<file path="src/rtl/can_tx_scheduler_pkg.sv">
// -----------------------------------------------------------------------------
// can_tx_scheduler_pkg
// Shared definitions for the CAN transmit scheduler slice:
//   CAN_DATA_SIZE  - default frame payload width
//   CAN_ID_SIZE    - default frame identifier width (standard 11-bit ID)
//   sched_state_t  - scheduler FSM states
//   sat_inc32      - saturating 32-bit increment used by the optional
//                    statistics counters (CAN_SCHED_STATS_EN)
// -----------------------------------------------------------------------------
package can_tx_scheduler_pkg;

    localparam int CAN_DATA_SIZE = 64;
    localparam int CAN_ID_SIZE   = 11;

    typedef enum logic [1:0] {
        IDLE,
        SELECT,
        OFFER,
        WAIT_RESULT
    } sched_state_t;

    // Increment that sticks at all-ones instead of wrapping to zero.
    function automatic logic [31:0] sat_inc32(input logic [31:0] value);
        return (value == 32'hFFFF_FFFF) ? value : value + 32'd1;
    endfunction

endpackage

</file>
<file path="src/rtl/can_tx_scheduler_prio_select.sv">
// -----------------------------------------------------------------------------
// can_prio_select
// Combinational arbiter over the transmit mailboxes. Among the busy mailboxes
// it finds the one with the numerically smallest identifier (highest CAN
// priority); on equal identifiers the lowest mailbox index wins.
// Ports:
//   busy      in   NUM_MBOX            mailbox holds an unsent frame
//   ids       in   NUM_MBOX x ID_SIZE  identifier of every mailbox
//   win_idx   out  $clog2(NUM_MBOX)    index of the winning mailbox
//   any_valid out  1                   at least one mailbox is busy
// -----------------------------------------------------------------------------
module can_prio_select
    import can_tx_scheduler_pkg::*;
#(
    parameter int NUM_MBOX = 4,
    parameter int ID_SIZE  = CAN_ID_SIZE
) (
    input  logic [NUM_MBOX-1:0]              busy,
    input  logic [NUM_MBOX-1:0][ID_SIZE-1:0] ids,
    output logic [$clog2(NUM_MBOX)-1:0]      win_idx,
    output logic                             any_valid
);

    localparam int IDX_W = $clog2(NUM_MBOX);

    logic [ID_SIZE-1:0] best_id;

    // Linear scan from index 0 upward. Only a strictly smaller ID replaces the
    // current candidate, so ties keep the earlier (lower) index.
    always_comb begin
        win_idx   = '0;
        any_valid = 1'b0;
        best_id   = '1;
        for (int i = 0; i < NUM_MBOX; i++) begin
            if (busy[i] && (!any_valid || (ids[i] < best_id))) begin
                win_idx   = IDX_W'(i);
                any_valid = 1'b1;
                best_id   = ids[i];
            end
        end
    end

endmodule

</file>
<file path="src/rtl/can_tx_scheduler.sv">
// -----------------------------------------------------------------------------
// can_tx_scheduler
// Per-node transmit scheduler. Holds NUM_MBOX host mailboxes (ID + payload),
// presents the highest-priority pending frame to one CAN node, retries failed
// frames up to MAX_RETRY attempts and then aborts them.
// Ports:
//   clock, reset              rising-edge clock, async active-high reset
//   load_valid/idx/id/data    host mailbox write
//   load_err                  pulse: write targeted a busy mailbox, dropped
//   mbox_busy                 per-mailbox "holds unsent frame"
//   tx_pending                frame presented to node (OFFER or WAIT_RESULT)
//   data_in_req               node requests the payload
//   Tx_ID, In_packet          identifier / payload of the presented frame
//   tx_ok, tx_fail            node result pulses
//   mbox_done, mbox_abort     one-hot retire pulses
// Optional feature (macro CAN_SCHED_STATS_EN): adds saturating 32-bit
// counters stat_attempts and stat_fails.
// -----------------------------------------------------------------------------
module can_tx_scheduler
    import can_tx_scheduler_pkg::*;
#(
    parameter int NUM_MBOX  = 4,
    parameter int DATA_SIZE = CAN_DATA_SIZE,
    parameter int ID_SIZE   = CAN_ID_SIZE,
    parameter int MAX_RETRY = 8
) (
    input  logic                        clock,
    input  logic                        reset,
    input  logic                        load_valid,
    input  logic [$clog2(NUM_MBOX)-1:0] load_idx,
    input  logic [ID_SIZE-1:0]          load_id,
    input  logic [DATA_SIZE-1:0]        load_data,
    output logic                        load_err,
    output logic [NUM_MBOX-1:0]         mbox_busy,
    output logic                        tx_pending,
    input  logic                        data_in_req,
    output logic [ID_SIZE-1:0]          Tx_ID,
    output logic [DATA_SIZE-1:0]        In_packet,
    input  logic                        tx_ok,
    input  logic                        tx_fail,
    output logic [NUM_MBOX-1:0]         mbox_done,
    output logic [NUM_MBOX-1:0]         mbox_abort
`ifdef CAN_SCHED_STATS_EN
    ,
    output logic [31:0]                 stat_attempts,
    output logic [31:0]                 stat_fails
`endif
);

    localparam int IDX_W   = $clog2(NUM_MBOX);
    localparam int RETRY_W = $clog2(MAX_RETRY + 1);

    sched_state_t                           state;
    logic [IDX_W-1:0]                       cur_idx;
    logic [NUM_MBOX-1:0][ID_SIZE-1:0]       mbox_id;
    logic [DATA_SIZE-1:0]                   mbox_data [NUM_MBOX];
    logic [NUM_MBOX-1:0][RETRY_W-1:0]       retry_cnt;

    logic [IDX_W-1:0]   win_idx;
    logic               any_valid;
    logic               load_accept;
    logic               offer_accept;
    logic               ok_accept;
    logic               fail_accept;
    logic [RETRY_W-1:0] retry_next;

    can_prio_select #(
        .NUM_MBOX (NUM_MBOX),
        .ID_SIZE  (ID_SIZE)
    ) u_prio_select (
        .busy      (mbox_busy),
        .ids       (mbox_id),
        .win_idx   (win_idx),
        .any_valid (any_valid)
    );

    // Qualified handshakes: node inputs only count in the state that expects
    // them, and a simultaneous tx_ok/tx_fail is treated as success.
    always_comb begin
        load_accept  = load_valid && !mbox_busy[load_idx];
        offer_accept = (state == OFFER) && data_in_req;
        ok_accept    = (state == WAIT_RESULT) && tx_ok;
        fail_accept  = (state == WAIT_RESULT) && tx_fail && !tx_ok;
        retry_next   = retry_cnt[cur_idx] + 1'b1;
    end

    // Mailbox storage plus scheduler FSM. A load may land in the same cycle
    // another mailbox retires; the in-flight mailbox is busy, so the two
    // writes to mbox_busy never hit the same bit.
    always_ff @(posedge clock or posedge reset) begin
        if (reset) begin
            state      <= IDLE;
            cur_idx    <= '0;
            mbox_busy  <= '0;
            mbox_id    <= '0;
            retry_cnt  <= '0;
            for (int i = 0; i < NUM_MBOX; i++) begin
                mbox_data[i] <= '0;
            end
            Tx_ID      <= '0;
            In_packet  <= '0;
            tx_pending <= 1'b0;
            load_err   <= 1'b0;
            mbox_done  <= '0;
            mbox_abort <= '0;
        end else begin
            load_err   <= load_valid && mbox_busy[load_idx];
            mbox_done  <= '0;
            mbox_abort <= '0;

            if (load_accept) begin
                mbox_busy[load_idx] <= 1'b1;
                mbox_id[load_idx]   <= load_id;
                mbox_data[load_idx] <= load_data;
                retry_cnt[load_idx] <= '0;
            end

            case (state)
                IDLE: begin
                    if (|mbox_busy) begin
                        state <= SELECT;
                    end
                end
                SELECT: begin
                    // Frame contents are frozen here; later higher-priority
                    // loads wait for the next SELECT.
                    if (any_valid) begin
                        cur_idx    <= win_idx;
                        Tx_ID      <= mbox_id[win_idx];
                        In_packet  <= mbox_data[win_idx];
                        tx_pending <= 1'b1;
                        state      <= OFFER;
                    end else begin
                        state <= IDLE;
                    end
                end
                OFFER: begin
                    if (offer_accept) begin
                        state <= WAIT_RESULT;
                    end
                end
                WAIT_RESULT: begin
                    if (ok_accept) begin
                        mbox_busy[cur_idx] <= 1'b0;
                        mbox_done[cur_idx] <= 1'b1;
                        tx_pending         <= 1'b0;
                        state              <= IDLE;
                    end else if (fail_accept) begin
                        retry_cnt[cur_idx] <= retry_next;
                        if (retry_next == RETRY_W'(MAX_RETRY)) begin
                            mbox_busy[cur_idx]  <= 1'b0;
                            mbox_abort[cur_idx] <= 1'b1;
                        end
                        tx_pending <= 1'b0;
                        state      <= IDLE;
                    end
                end
                default: begin
                    state <= IDLE;
                end
            endcase
        end
    end

`ifdef CAN_SCHED_STATS_EN
    // Attempt/failure statistics, saturating rather than wrapping.
    always_ff @(posedge clock or posedge reset) begin
        if (reset) begin
            stat_attempts <= '0;
            stat_fails    <= '0;
        end else begin
            if (offer_accept) begin
                stat_attempts <= sat_inc32(stat_attempts);
            end
            if (fail_accept) begin
                stat_fails <= sat_inc32(stat_fails);
            end
        end
    end
`endif

endmodule

</file>
<file path="config.mk">
export PLATFORM = sky130hd
export DESIGN_NAME = can_tx_scheduler
export DESIGN_NICKNAME = d
export VERILOG_FILES = /design/src/rtl/can_tx_scheduler_pkg.sv /design/src/rtl/can_tx_scheduler_prio_select.sv /design/src/rtl/can_tx_scheduler.sv
export SDC_FILE = /design/constraint.sdc
export NUM_CORES = 1
export LEC_CHECK = 0
export CORE_MARGIN = 2
export CORE_UTILIZATION = 58
export DETAILED_ROUTE_END_ITERATION = 7
export PLACE_DENSITY_LB_ADDON = 0.3
export SKIP_CTS_REPAIR_TIMING = 1
export SYNTH_ARGS = -nofsm -noshare
export SYNTH_HDL_FRONTEND = slang
export SYNTH_SLANG_ARGS = --single-unit
</file>
<file path="constraint.sdc">
create_clock -name clock -period 16 [get_ports clock]
set_clock_uncertainty 0.1 [all_clocks]
set_input_delay 1.6 -clock clock [delete_from_list [all_inputs] [get_ports clock]]
set_output_delay 1.6 -clock clock [all_outputs]
set_load 0.01 [all_outputs]
</file>
======== After elaboration in Yosys (flattened, before gate mapping) ========
Cells that the tools add are included.
operators by class
  magnitude comparators ................... 11
  muxes and demuxes ....................... 59
  reduce and logical (&&, ||, !) cells .... 26
  $add $sub $neg .......................... 1
  bitwise gates (word level) .............. 7
  eq/ne operators ......................... 8
operator list
  operator            number
  $bwmux 256          1
  $mux 64             3
  $bmux 64 s2         1
  $demux 64 s2        1
  $mux 16             4
  $mux 4              14
  $mux 11             5
  $bwmux 44           1
  $lt 11x11->1        3
  $bmux 11 s2         1
  $demux 11 s2        1
  $and 16x16->16      1
  $bwmux 16           1
  $demux 4 s2         2
  $not 16->16         1
  $mux 2              7
  $logic_and 1x1->1   12
  $mux 1              11
  $lt 2x3->1 const B  3
  $bmux 4 s2          1
  $pmux 2 s4          1
  $ge 3x3->1 const B  2
  $ne 2x2->1 const B  3
  $not 2->3           2
  20 further kinds    30
storage, ports and cells
  register bits after elaboration ......... 409
  output and inout port bits .............. 89

======== Longest topological paths before layout ========
Gate-level depths: netlist of run 1.
  depth after elaboration ................. 17
  depth in mapped cells ................... 32
  mapped depth without buffers ............ 26

======== Hierarchy ========
From an unflattened synthesis of run 1, not the netlist that was laid out.
unflattened totals
  cells, all modules ...................... 1661
  area total of the unflattened synthesis .. 18325.1 um^2
modules (own cells, without submodules)
  module            area each (um^2)  sequential area each (um^2)  cells each  instances
  can_tx_scheduler  17205.3           10234.8                      1508        1
  can_prio_select   1119.8            0.0                          153         1

======== Worst setup path before layout of run 1 ========
OpenSTA, ideal clock, no wires.
  kind .................................... reg2reg
  start point ............................. reg mbox_busy[0]
  end point ............................... reg Tx_ID[10]
  required time ........................... 15799 ps
  path slack .............................. 9051 ps
  library setup time ...................... 101 ps
  arrival time ............................ 6748 ps
  stages on the path, launching flop included .. 32
  period minus slack after synthesis ...... 6949 ps
  cell sequence ........................... dfrtp_1 -> buf_2 -> clkbuf_1 -> nor2b_1 -> ha_1 -> o21ai_0 -> a21oi_1 -> o211ai_1 -> a31oi_1 -> clkbuf_1 -> nand2_1 -> o21ai_0 -> ha_1 -> or3_1 -> a221oi_2 -> o21ai_1 -> a2111o_1 -> a221o_1 -> buf_4 -> nand2_1 -> buf_2 -> nand2_1 -> o21a_1 -> ha_1 -> a21o_1 -> a21o_1 -> a211o_1 -> a21oi_1 -> buf_2 -> clkbuf_1 -> a32oi_1 -> o32ai_1
between the ends
  longest elaborated chain between the ends .. 15
ends and longest elaborated chain
  element                                          RTL line                            RTL
  start: declaration                               can_tx_scheduler.sv:34              output logic [NUM_MBOX-1:0] mbox_busy,
  start signal: assignment                         can_tx_scheduler.sv:94              mbox_busy <= '0;
  start signal: indexed assignment                 can_tx_scheduler.sv:112             mbox_busy[load_idx] <= 1'b1;
  start signal: indexed assignment                 can_tx_scheduler.sv:144             mbox_busy[cur_idx] <= 1'b0;
  $mux 11 or $mux 1 (tied branches)                can_tx_scheduler_prio_select.sv:35  if (busy[i] && (!any_valid || (ids[i] < best_id))) begin
  $lt 11x11->1 or $logic_not 1->1 (tied branches)  can_tx_scheduler_prio_select.sv:35
  $logic_or 1x1->1                                 can_tx_scheduler_prio_select.sv:35
  $logic_and 1x1->1                                can_tx_scheduler_prio_select.sv:35
  $mux 11 or $mux 1 (tied branches)                can_tx_scheduler_prio_select.sv:35
  $lt 11x11->1 or $logic_not 1->1 (tied branches)  can_tx_scheduler_prio_select.sv:35
  $logic_or 1x1->1                                 can_tx_scheduler_prio_select.sv:35
  $logic_and 1x1->1                                can_tx_scheduler_prio_select.sv:35
  $mux 11 or $mux 1 (tied branches)                can_tx_scheduler_prio_select.sv:35
  $lt 11x11->1 or $logic_not 1->1 (tied branches)  can_tx_scheduler_prio_select.sv:35
  $logic_or 1x1->1                                 can_tx_scheduler_prio_select.sv:35
  $logic_and 1x1->1                                can_tx_scheduler_prio_select.sv:35
  $mux 2                                           can_tx_scheduler_prio_select.sv:35
  $bmux 11 s2                                      can_tx_scheduler.sv:129             Tx_ID <= mbox_id[win_idx];
  $mux 11 (implied by the code)                    can_tx_scheduler.sv:129
  end signal: assignment                           can_tx_scheduler.sv:129
  end: declaration                                 can_tx_scheduler.sv:37              output logic [ID_SIZE-1:0] Tx_ID,
Parallel ways exist; a longest one is shown, timed or not. The select of a mux whose other input is x is not followed.
A chain may end at the register's enable or synchronous reset.

======== Worst setup path in the final report of run 1 ========
  start point ............................. reg mbox_busy[0]
  end point ............................... reg In_packet[2]
between the ends
  longest elaborated chain between the ends .. 17
ends and longest elaborated chain
  element                                          RTL line                            RTL
  $mux 11 or $mux 1 (tied branches)                can_tx_scheduler_prio_select.sv:35
  $lt 11x11->1 or $logic_not 1->1 (tied branches)  can_tx_scheduler_prio_select.sv:35
  $logic_or 1x1->1                                 can_tx_scheduler_prio_select.sv:35
  $logic_and 1x1->1                                can_tx_scheduler_prio_select.sv:35
  $mux 11 or $mux 1 (tied branches)                can_tx_scheduler_prio_select.sv:35
  $lt 11x11->1 or $logic_not 1->1 (tied branches)  can_tx_scheduler_prio_select.sv:35
  $logic_or 1x1->1                                 can_tx_scheduler_prio_select.sv:35
  $logic_and 1x1->1                                can_tx_scheduler_prio_select.sv:35
  $mux 11 or $mux 1 (tied branches)                can_tx_scheduler_prio_select.sv:35
  $lt 11x11->1 or $logic_not 1->1 (tied branches)  can_tx_scheduler_prio_select.sv:35
  $logic_or 1x1->1                                 can_tx_scheduler_prio_select.sv:35
  $logic_and 1x1->1                                can_tx_scheduler_prio_select.sv:35
  $mux 2                                           can_tx_scheduler_prio_select.sv:35
  $not 2->3 (implied by the code)                  can_tx_scheduler.sv:130             In_packet <= mbox_data[win_idx];
  $bmux 64 s2                                      can_tx_scheduler.sv:130
  $mux 64 (implied by the code) (2 in series)      can_tx_scheduler.sv:130
  end signal: assignment                           can_tx_scheduler.sv:130
  end: declaration                                 can_tx_scheduler.sv:38              output logic [DATA_SIZE-1:0] In_packet,
Parallel ways exist; a longest one is shown, timed or not. The select of a mux whose other input is x is not followed.

==> metrics.md, run 1 <==
| Metric | Value |
|---|---|
| RSZ-0062 raised after global routing | false |
| PnR worst setup slack | 6818 ps |
| Largest cells by area after synthesis | dfrtp_1 54%, nand2_1 14%, mux2_2 4.5%, clkbuf_1 2.1%, ha_1 2.1% |
| Routed WL | 53,500 um |
| Max Freq | 108.9 MHz |
| Critical path arrival | 9430 ps |
| Fin cells | 2,592 |
| DR vias/cell | 6.152 |
| Vias in the first global route | 15,840 |
| Full die area | 0.03405 sq mm |
| Synthesized area per cell | 9.357 sq um |
| Power per cell area | 271.9 mW/mm^2 |
| Initial core utilization | 0.5854 |
| IO buf count | 171 |
| Root buf cell | clkbuf_16 |
| Drt initial violations | 1,808 |
| Crit Reg-Reg Startpoint | mbox_busy[0] |
| Leakage | 10.40 nW |
| Crit end category | register |
| Total number of H-tree levels | 2 |
| First-pass DRT Iterations | 6 |
| Startpoint types | register |
| Critical path origin | mbox_busy[0] |
| Crit Path Category | register to register |
| Core Rows | 66 |
| Hold path startpoint | mbox_data[217] |
| Most common cell in the netlist | nand2_1 |
| Gr usage total | 0.3197 |
| R2R setup slack | 6820 ps |
| Clk slew on worst S/H paths | 60 ps |
| Met3 usage | 0.05039 |
| Most area-hungry cell type in the Yosys netlist | dfrtp_1 |
| CTS Buf Count | 43 |
| Fin crit share | 0.5739 |
| Synth Flop Type | dfrtp_1 |
| Fin Setup TNS | 0 ps |
| Initial antenna violation count | 3 |
| Met1 GRT Util | 0.4318 |
| Ys async rst share | 1.000 |
| Worst R2R End | In_packet[2] |
| Syn_nets | 2,134 |
| Filler Cells Inserted | 2,396 |
| Seq cells post-synth | 409 |
| IO Pins | 172 |
| Outcome | completed |
| Placed cell count | 2,510 |
| Max Slew Vio Count | 0 |
| Multi-input logic area | 0.007974 sq mm |
| EDFF count, synth | 0 |
| Mapped Area | 0.01890 sq mm |
| Vias | 15,950 |
| GPL Wtd Cong | 0.9148 |
| Crit path time final | 9182 ps |
| Core area | 0.03229 sq mm |
| Layout Area Growth over Synthesis | 18.28% |
| Rel. slew slack | 0.1929 |
| Global-route wire length before repair | 85,440 um |
| Max-cap violations | 0 |
| Routed WL per cell | 20.64 um |
| Post-synth top area share | 0.5415 |
| Worst-Skew Late Latency | 540 ps |
| Synth warn | 0 |
| Die Ht | 184.5 um |
| Worst Max-Slew Pin Slew | 1211 ps |
| Post-route ant nets | 0 |
| Post-route cell area | 0.02236 sq mm |
| Final hold viol count | 0 |
| Gr busiest metal | met2 |
| Crit-path max FO | 64 |
| Clk sink count | 409 |
| PnR Total Power | 6.078 mW |
| Max VDD drop | 0.1932 mV |
| Fraction of layout cells with a size suffix above 1 | 0.1089 |
| Final core utilization | 0.6924 |
| Largest net degree at the start of global routing | 186 |
| Reg area | 0.01023 sq mm |
| CTS Buffer Depth | 3 |
| Drt drc | 0 |
| Cells after Synth | 2,020 |
| Hold crit path type | register to register |
| Met2 Use GR | 0.5205 |
| CP endpoint | In_packet[2] |
| Layout net count | 2,227 |
| Unique masters post-synth | 59 |
| Die W | 184.5 um |
| Sequential cell area fraction in the yosys report | 0.5415 |
| Post-DP HPWL | 30,650 um |
| Hold_ws | 368.3 ps |
| Pre-CTS setup slack | 6957 ps |
| Synth cell count leaders | 716 x nand2_1, 409 x dfrtp_1, 105 x clkbuf_1 |
| Placed cell area | 0.02079 sq mm |
| TritonCTS clock tree | yes |
| Final setup vio count | 0 |
| Congestion Overflow GR | 0 |
| Critical Path RT | 16,250 ps |
| Worst R2R Path Depth | 25 |
## layer usage
layer	vias to the layer above	share of wire	routed length (um)
met5	-	0.00024	13
met3	129	0.081	4345
met1	7950	0.40	21560
met4	2	0.031	1666
met2	786	0.48	25910
li1	7080	-	-
## registers in the layout, summed over array words and instances, names as in the netlist, named ones only
signal	count
mbox_abort	4
In_packet	64
mbox_data	256
mbox_done	4
state	1
load_err	1
retry_cnt	16
cur_idx	2
Tx_ID	11
mbox_id	44
tx_pending	1
mbox_busy	4
## cell type report
| cell class | count | area share |
|---|---|---|
| antenna | 2 | 0.0002239 |
| clock buffer | 59 | 0.05535 |
| clock inverter | 21 | 0.01472 |
| inverter | 34 | 0.006044 |
| multi-input combinational | 1432 | 0.3567 |
| sequential | 409 | 0.4578 |
| tap | 442 | 0.02474 |
| timing repair buffer | 193 | 0.08450 |
## where the power goes
group | switching, mW | internal, mW | total (mW) | leakage, nW
sequential | 0.339 | 1.52 | 1.86 | 5.06
clock | 0.420 | 0.674 | 1.09 | 0.774
combinational | 1.92 | 1.21 | 3.12 | 4.57
total | 2.67 | 3.40 | 6.08 | 10.4
## kinds of logic (layout without fill, tap and decap cells)
logic type,count (synthesis),after routing,synth area share
AND/OR/NAND/NOR,944,944,0.2049
flip-flops,409,409,0.5415
AO/OA/AOI/OAI,365,365,0.1360
buffers and inverters,179,307,0.04025
multiplexers,89,89,0.05541
adder cells (fa/ha/maj),31,31,0.02052
XOR/XNOR,3,3,0.001390
other,0,2,0
## placed cells by master (no fill, tap or decap), drive strengths merged, types with 3 or more instances in the layout
cell type	n
mux2	75
nand2	716
o22ai	23
mux2i	9
nand2b	14
clkinv	10
inv	36
bufinv	8
ha	31
a211oi	7
clkbuf	59
o32ai	15
nor2	74
clkdlybuf4s50	171
nor3	12
o221ai	25
a32oi	8
a22oi	23
a21oi	62
o32a	8
and3	3
dfrtp	409
or3	5
nand3	52
a31oi	49
nor2b	11
o21a	11
a21o	8
buf	22
a21bo	42
mux4	5
o21ai	71
o211ai	3
nand4	48
## critical path, cell delays in order, from the launching register on
cell and delay, ps:
dfrtp_1 740, nor2b_1 270, ha_1 170, nand4_1 150, nor2_1 140, o211ai_1 160
a31oi_1 360, buf_4 310, o21ai_0 140, ha_1 320, and3_1 200, a221oi_2 60
o21ai_1 210, a2111o_1 200, a221o_2 950, nand2_1 970, o21a_1 450, ha_1 290
a21o_1 160, a21o_1 170, a211o_1 320, a21oi_4 110, buf_4 710, a211oi_4 130
nand2_1 840, o221ai_1 300
## worst min path at each step
stage	endpoint	slack (ps)	cells after the start
2_1_floorplan	mbox_data[193]	340	2
3_3_place_gp	mbox_data[234]	350	2
3_5_place_dp	mbox_data[242]	360	2
4_1_cts	mbox_data[242]	370	2
5_1_grt	mbox_data[215]	390	2
6_report	mbox_data[217]	370	2
Power figures use the tool's default switching activity.
==> run 2: changes to the inputs <==
CORE_UTILIZATION = 52   (was 58)
clock period = 8 ns   (was 16 ns; I/O delays follow)
==> metrics.md, run 2 (synthesis results as in run 1) <==
| Metric | Value |
|---|---|
| Layout Area Growth over Synthesis | 18.66% |
| Max Slew Vio Count | 0 (unchanged) |
| Max Freq | 134.3 MHz (+23%) |
| Global-route wire length before repair | 89,760 um (+5.0%) |
| Max FFs per register | 256 (unchanged) |
| IO Pins | 172 (unchanged) |
| RSZ-0062 raised after global routing | false |
| Leakage | 10.43 nW (+0.23%) |
| Die W | 194.7 um (+5.5%) |
| First-pass DRT Iterations | 6 (unchanged) |
| Outcome | completed |
| Routed WL per cell | 21.35 um (+3.4%) |
| Die Ht | 194.7 um (+5.5%) |
| Worst Max-Slew Pin Slew | 1181 ps (-29.45 ps) |
| Startpoint types | register |
| Crit path time final | 7445 ps (-1737 ps) |
| Layout net count | 2,240 (+0.58%) |
| Crit Path Category | register to register |
| Gr usage total | 0.2991 (-0.02065) |
| Vias | 15,820 (-0.82%) |
| Drt drc | 0 (unchanged) |
| Full die area | 0.03789 sq mm (+11%) |
| Biggest regs | mbox_data: 256 flops, In_packet: 64 flops, mbox_id: 44 flops |
| Largest net degree at the start of global routing | 191 (+2.7%) |
| Final setup vio count | 0 (unchanged) |
| CTS Buf Count | 43 (unchanged) |
| Critical Path RT | 8340 ps (-7910 ps) |
| Largest register by flop count | mbox_data |
| Commonest cells after routing, fill and taps aside | 716 x nand2_1, 409 x dfrtp_1, 171 x clkdlybuf4s50_1 |
| Initial core utilization | 0.5301 (-0.05528) |
| IO buf count | 171 (unchanged) |
| Crit-path max FO | 26 (-59%) |
| Congestion Overflow GR | 0 (unchanged) |
| Post-DP HPWL | 32,170 um (+5.0%) |
| CTS Buffer Depth | 3 (unchanged) |
| R2R setup slack | 560 ps (-6260 ps) |
| Final hold viol count | 0 (unchanged) |
| Clk slew on worst S/H paths | 60 ps (about the same) |
| Crit end category | register |
| Rel. slew slack | 0.2125 (+0.01963) |
| Routed WL | 55,920 um (+4.5%) |
| Initial antenna violation count | 4 (+1) |
| TritonCTS clock tree | yes |
| Post-route ant nets | 0 (unchanged) |
| Fraction of layout cells with a size suffix above 1 | 0.1109 (+0.001915) |
| Root buf cell | clkbuf_16 |
| DR vias/cell | 6.039 (-1.8%) |
| Fin Setup TNS | 0 ps (unchanged) |
| Drt initial violations | 1,521 (-16%) |
| Pre-CTS setup slack | 686.7 ps (-6270 ps) |
| Fin crit share | 0.9306 (+0.3567) |
| Total number of H-tree levels | 2 (unchanged) |
| Clk sink count | 409 (unchanged) |
| Core Rows | 69 (+4.5%) |
| Max VDD drop | 0.7043 mV (+260%) |
| Most common cell after layout, fill and taps aside | nand2_1 |
| Max-cap violations | 0 (unchanged) |
| Power per cell area | 547.1 mW/mm^2 (+100%) |
| Vias in the first global route | 16,210 (+2.4%) |
| Critical path arrival | 7790 ps (-1640 ps) |
| GPL Wtd Cong | 0.8882 (-2.9%) |
| Worst-Skew Late Latency | 560 ps (+20 ps) |
| PnR worst setup slack | 555.3 ps (-6263 ps) |
| Core area | 0.03566 sq mm (+10%) |
| Hold crit path type | register to register |
run 2: metrics by stage:
| step | instances | area [sq um] | hold WS, ps | power [mW] | utilization |
|---|---|---|---|---|---|
| 6_report | 2619 | 22430 | 370.1 | 12.27 | 0.6290 |
| 5_1_grt | 2618 | 22430 | 386.7 | 13.02 | 0.6290 |
| 4_1_cts | 2617 | 22420 | 371.4 | 12.19 | 0.6288 |
| 3_5_place_dp | 2542 | 20930 | 356.3 | 10.03 | 0.5870 |
| 3_3_place_gp | 2542 | 20930 | 350.1 | 9.833 | 0.5870 |
| 2_1_floorplan | 2020 | 18910 | 339.3 | 7.851 | - |
run 2: path summary, 6_finish.rpt:
| path | from | to | depth (start not counted) |
|---|---|---|---|
| min in group asynchronous | reset | mbox_done[1] | 3 |
| setup reg to reg | mbox_busy[0] | In_packet[2] | 24 |
| hold reg to reg | mbox_data[232] | mbox_data[232] | 2 |
| setup / recovery | mbox_busy[0] | In_packet[2] | 24 |
| hold / removal | mbox_data[232] | mbox_data[232] | 2 |
| max in group asynchronous | reset | mbox_data[132] | 4 |
run 2: critical path: stages (launching register included):
cell and delay [ps]:
dfrtp_1 750, nor2b_1 260, ha_1 250, o21ai_0 160
a21oi_1 60, o211ai_1 340, a31oi_1 160, buf_4 200
nand2_1 70, o21ai_0 100, ha_1 330, and3_1 210
a221oi_2 60, o21ai_1 230, a31oi_1 150, a21oi_1 580
nand2_1 530, o21a_1 330, ha_1 280, a211oi_1 250
inv_1 80, o21ai_0 310, a21o_2 610, nand4_4 500
o221ai_1 410
run 2: final cells by class:
cell class / count / area (sq um)
antenna: 2 / 5.005
clock buffer: 66 / 1305
clock inverter: 9 / 185.2
fill: 2893 / 13230
inverter: 34 / 131.4
multi-input combinational: 1432 / 7979
sequential: 409 / 10230
tap: 461 / 576.8
timing repair buffer: 206 / 2012
run 2: routing by layer:
layer / GRT usage / routed length, um / vias to the layer above / part of all wire
met2: 0.4864 / 26710 / 714 / 0.48
met3: 0.04772 / 4148 / 109 / 0.074
li1: - / - / 7099 / -
met5: 0 / 16 / - / 0.00029
met4: 0.1054 / 1556 / 2 / 0.028
met1: 0.4099 / 23490 / 7892 / 0.42
run 2: report_power, final:
| part | internal [mW] | leakage (nW) | total (mW) | switching (mW) |
|---|---|---|---|---|
| sequential | 3.04 | 5.06 | 3.72 | 0.676 |
| combinational | 2.50 | 4.63 | 6.44 | 3.94 |
| clock | 1.28 | 0.732 | 2.11 | 0.828 |
==> run 3: changes to the inputs <==
CORE_UTILIZATION = 58   (was 52)
SETUP_SLACK_MARGIN = 0.15   (was not set)
clock period = 7.5 ns   (was 8 ns; I/O delays follow)
==> metrics.md, run 3 (synthesis results as in run 1) <==
| Metric | Value |
|---|---|
| Critical path arrival | 7220 ps (-570 ps) |
| Final core utilization | 0.6972 (+0.06811) |
| Leakage | 10.48 nW (+0.46%) |
| IO Pins | 172 (unchanged) |
| Largest net degree at the start of global routing | 136 (-29%) |
| CTS Buffer Depth | 3 (unchanged) |
| Root buf cell | clkbuf_16 |
| First-pass DRT Iterations | 5 (-1) |
| Routed WL | 55,970 um (about the same) |
| Startpoint types | register |
| Layout Area Growth over Synthesis | 19.09% |
| Congestion Overflow GR | 0 (unchanged) |
| Final hold viol count | 0 (unchanged) |
| Initial core utilization | 0.5854 (+0.05528) |
| Pre-CTS setup slack | 79.26 ps (-607.5 ps) |
| Final setup vio count | 0 (unchanged) |
| Fraction of layout cells with a size suffix above 1 | 0.1199 (+0.009017) |
| Placed cell area | 0.02093 sq mm (about the same) |
| RSZ-0062 raised after global routing | false |
| Fin Setup TNS | 0 ps (unchanged) |
| Largest register by flop count | mbox_data |
| Hold_ws | 371.3 ps (+1.165 ps) |
| Max-cap violations | 0 (unchanged) |
| Critical-path top delay cell | dfrtp_2 |
| Layout net count | 2,248 (+0.36%) |
| Critical Path RT | 7850 ps (-490 ps) |
| Drt initial violations | 1,644 (+8.1%) |
| CP peak stage delay | 540 ps (-210 ps) |
| Clk slew on worst S/H paths | 60 ps (about the same) |
| Initial antenna violation count | 1 (-3) |
| Die W | 184.5 um (-5.2%) |
| Global-route wire length before repair | 88,690 um (-1.2%) |
| Vias | 16,200 (+2.4%) |
| GPL Wtd Cong | 0.9427 (+6.1%) |
| Clk sink count | 409 (unchanged) |
| Die Ht | 184.5 um (-5.2%) |
| Max Freq | 145.4 MHz (+8.3%) |
| Worst Max-Slew Pin Slew | 1173 ps (-8.505 ps) |
| Placed cell count | 2,527 (-0.59%) |
| Vias in the first global route | 16,590 (+2.3%) |
| Crit end category | register |
| Post-route cell area | 0.02251 sq mm (+0.36%) |
| Biggest regs | mbox_data: 256 flops, In_packet: 64 flops, mbox_id: 44 flops |
| Max FFs per register | 256 (unchanged) |
| Max VDD drop | 0.8889 mV (+26%) |
| Full die area | 0.03405 sq mm (-10%) |
| Drt drc | 0 (unchanged) |
| Outcome | completed |
| Most common cell after layout, fill and taps aside | nand2_1 |
| Core Rows | 66 (-4.3%) |
| Total number of H-tree levels | 2 (unchanged) |
| Core area | 0.03229 sq mm (-9.4%) |
| TritonCTS clock tree | yes |
| CTS Buf Count | 44 (+2.3%) |
| Routed WL per cell | 21.43 um (+0.36%) |
| Hold crit path type | register to register |
| Fin crit share | 0.9169 (-0.01371) |
| PnR worst setup slack | 623.5 ps (+68.13 ps) |
| Commonest cells after routing, fill and taps aside | 715 x nand2_1, 408 x dfrtp_1, 171 x clkdlybuf4s50_1 |
| Post-DP HPWL | 31,830 um (-1.0%) |
| PnR Total Power | 13.22 mW (+7.7%) |
| Crit path time final | 6877 ps (-568.1 ps) |
| Gr usage total | 0.3318 (+0.03277) |
| DR vias/cell | 6.203 (+2.7%) |
| Worst-Skew Late Latency | 550 ps (about the same) |
| Max Slew Vio Count | 0 (unchanged) |
| IO buf count | 171 (unchanged) |
| Top cell by count, worst path | ha_1 |
| Rel. slew slack | 0.2182 (+0.005670) |
| Crit Path Category | register to register |
| Post-route ant nets | 0 (unchanged) |
| Power per cell area | 587.3 mW/mm^2 (+7.3%) |
| Crit-path max FO | 44 (+69%) |
| Fin cells | 2,612 (-0.27%) |
-- run 3: changes by cell type in the layout (fill, tap and decap cells not counted), moves of 2 or more --
cell	change
clkbuf_8	+10
buf_4	+5
bufinv_16	-5
clkbuf_1	-2
o21ai_0	-2
o21ai_1	+2
-- run 3: layer usage --
layer | GRT usage | part of all wire | vias up
met5 | 0 | 0.00020 | -
met4 | 0.1293 | 0.035 | 2
met3 | 0.06382 | 0.091 | 146
met2 | 0.5456 | 0.48 | 864
met1 | 0.4374 | 0.40 | 8075
li1 | - | - | 7114
-- run 3: power by group --
group | internal, mW | leakage [nW] | switching (mW)
clock network | 1.32 | 0.749 | 0.894
logic | 2.73 | 4.67 | 4.29
registers | 3.25 | 5.06 | 0.729
total | 7.30 | 10.5 | 5.92
-- run 3: layout make-up --
| cell class | count | area [sq um] |
|---|---|---|
| sequential | 409 | 10240 |
| fill | 2401 | 9778 |
| multi-input combinational | 1433 | 8023 |
| timing repair buffer | 212 | 2056 |
| clock buffer | 75 | 1460 |
| tap | 442 | 553.0 |
| inverter | 34 | 131.4 |
| clock inverter | 6 | 48.80 |
| antenna | 1 | 2.502 |
-- run 3: worst paths after layout --
path / cells past startpoint / start / slack [ps] / endpoint
setup / recovery: 25 / mbox_busy[0] / 620 / In_packet[9]
hold / removal: 2 / mbox_data[208] / 370 / mbox_data[208]
setup reg to reg: 25 / mbox_busy[0] / 620 / In_packet[9]
hold reg to reg: 2 / mbox_data[208] / 370 / mbox_data[208]
max in group asynchronous: 4 / reset / 4890 / mbox_data[191]
min in group asynchronous: 2 / reset / 430 / mbox_abort[0]
-- run 3: critical path, delay by kind of cell, from the launching register on --
kind / cells / cell delay, ps
adder cells (fa/ha/maj): 3 / 720
flip-flops: 1 / 540
buffers and inverters: 3 / 860
AO/OA/AOI/OAI: 13 / 3080
AND/OR/NAND/NOR: 6 / 1470
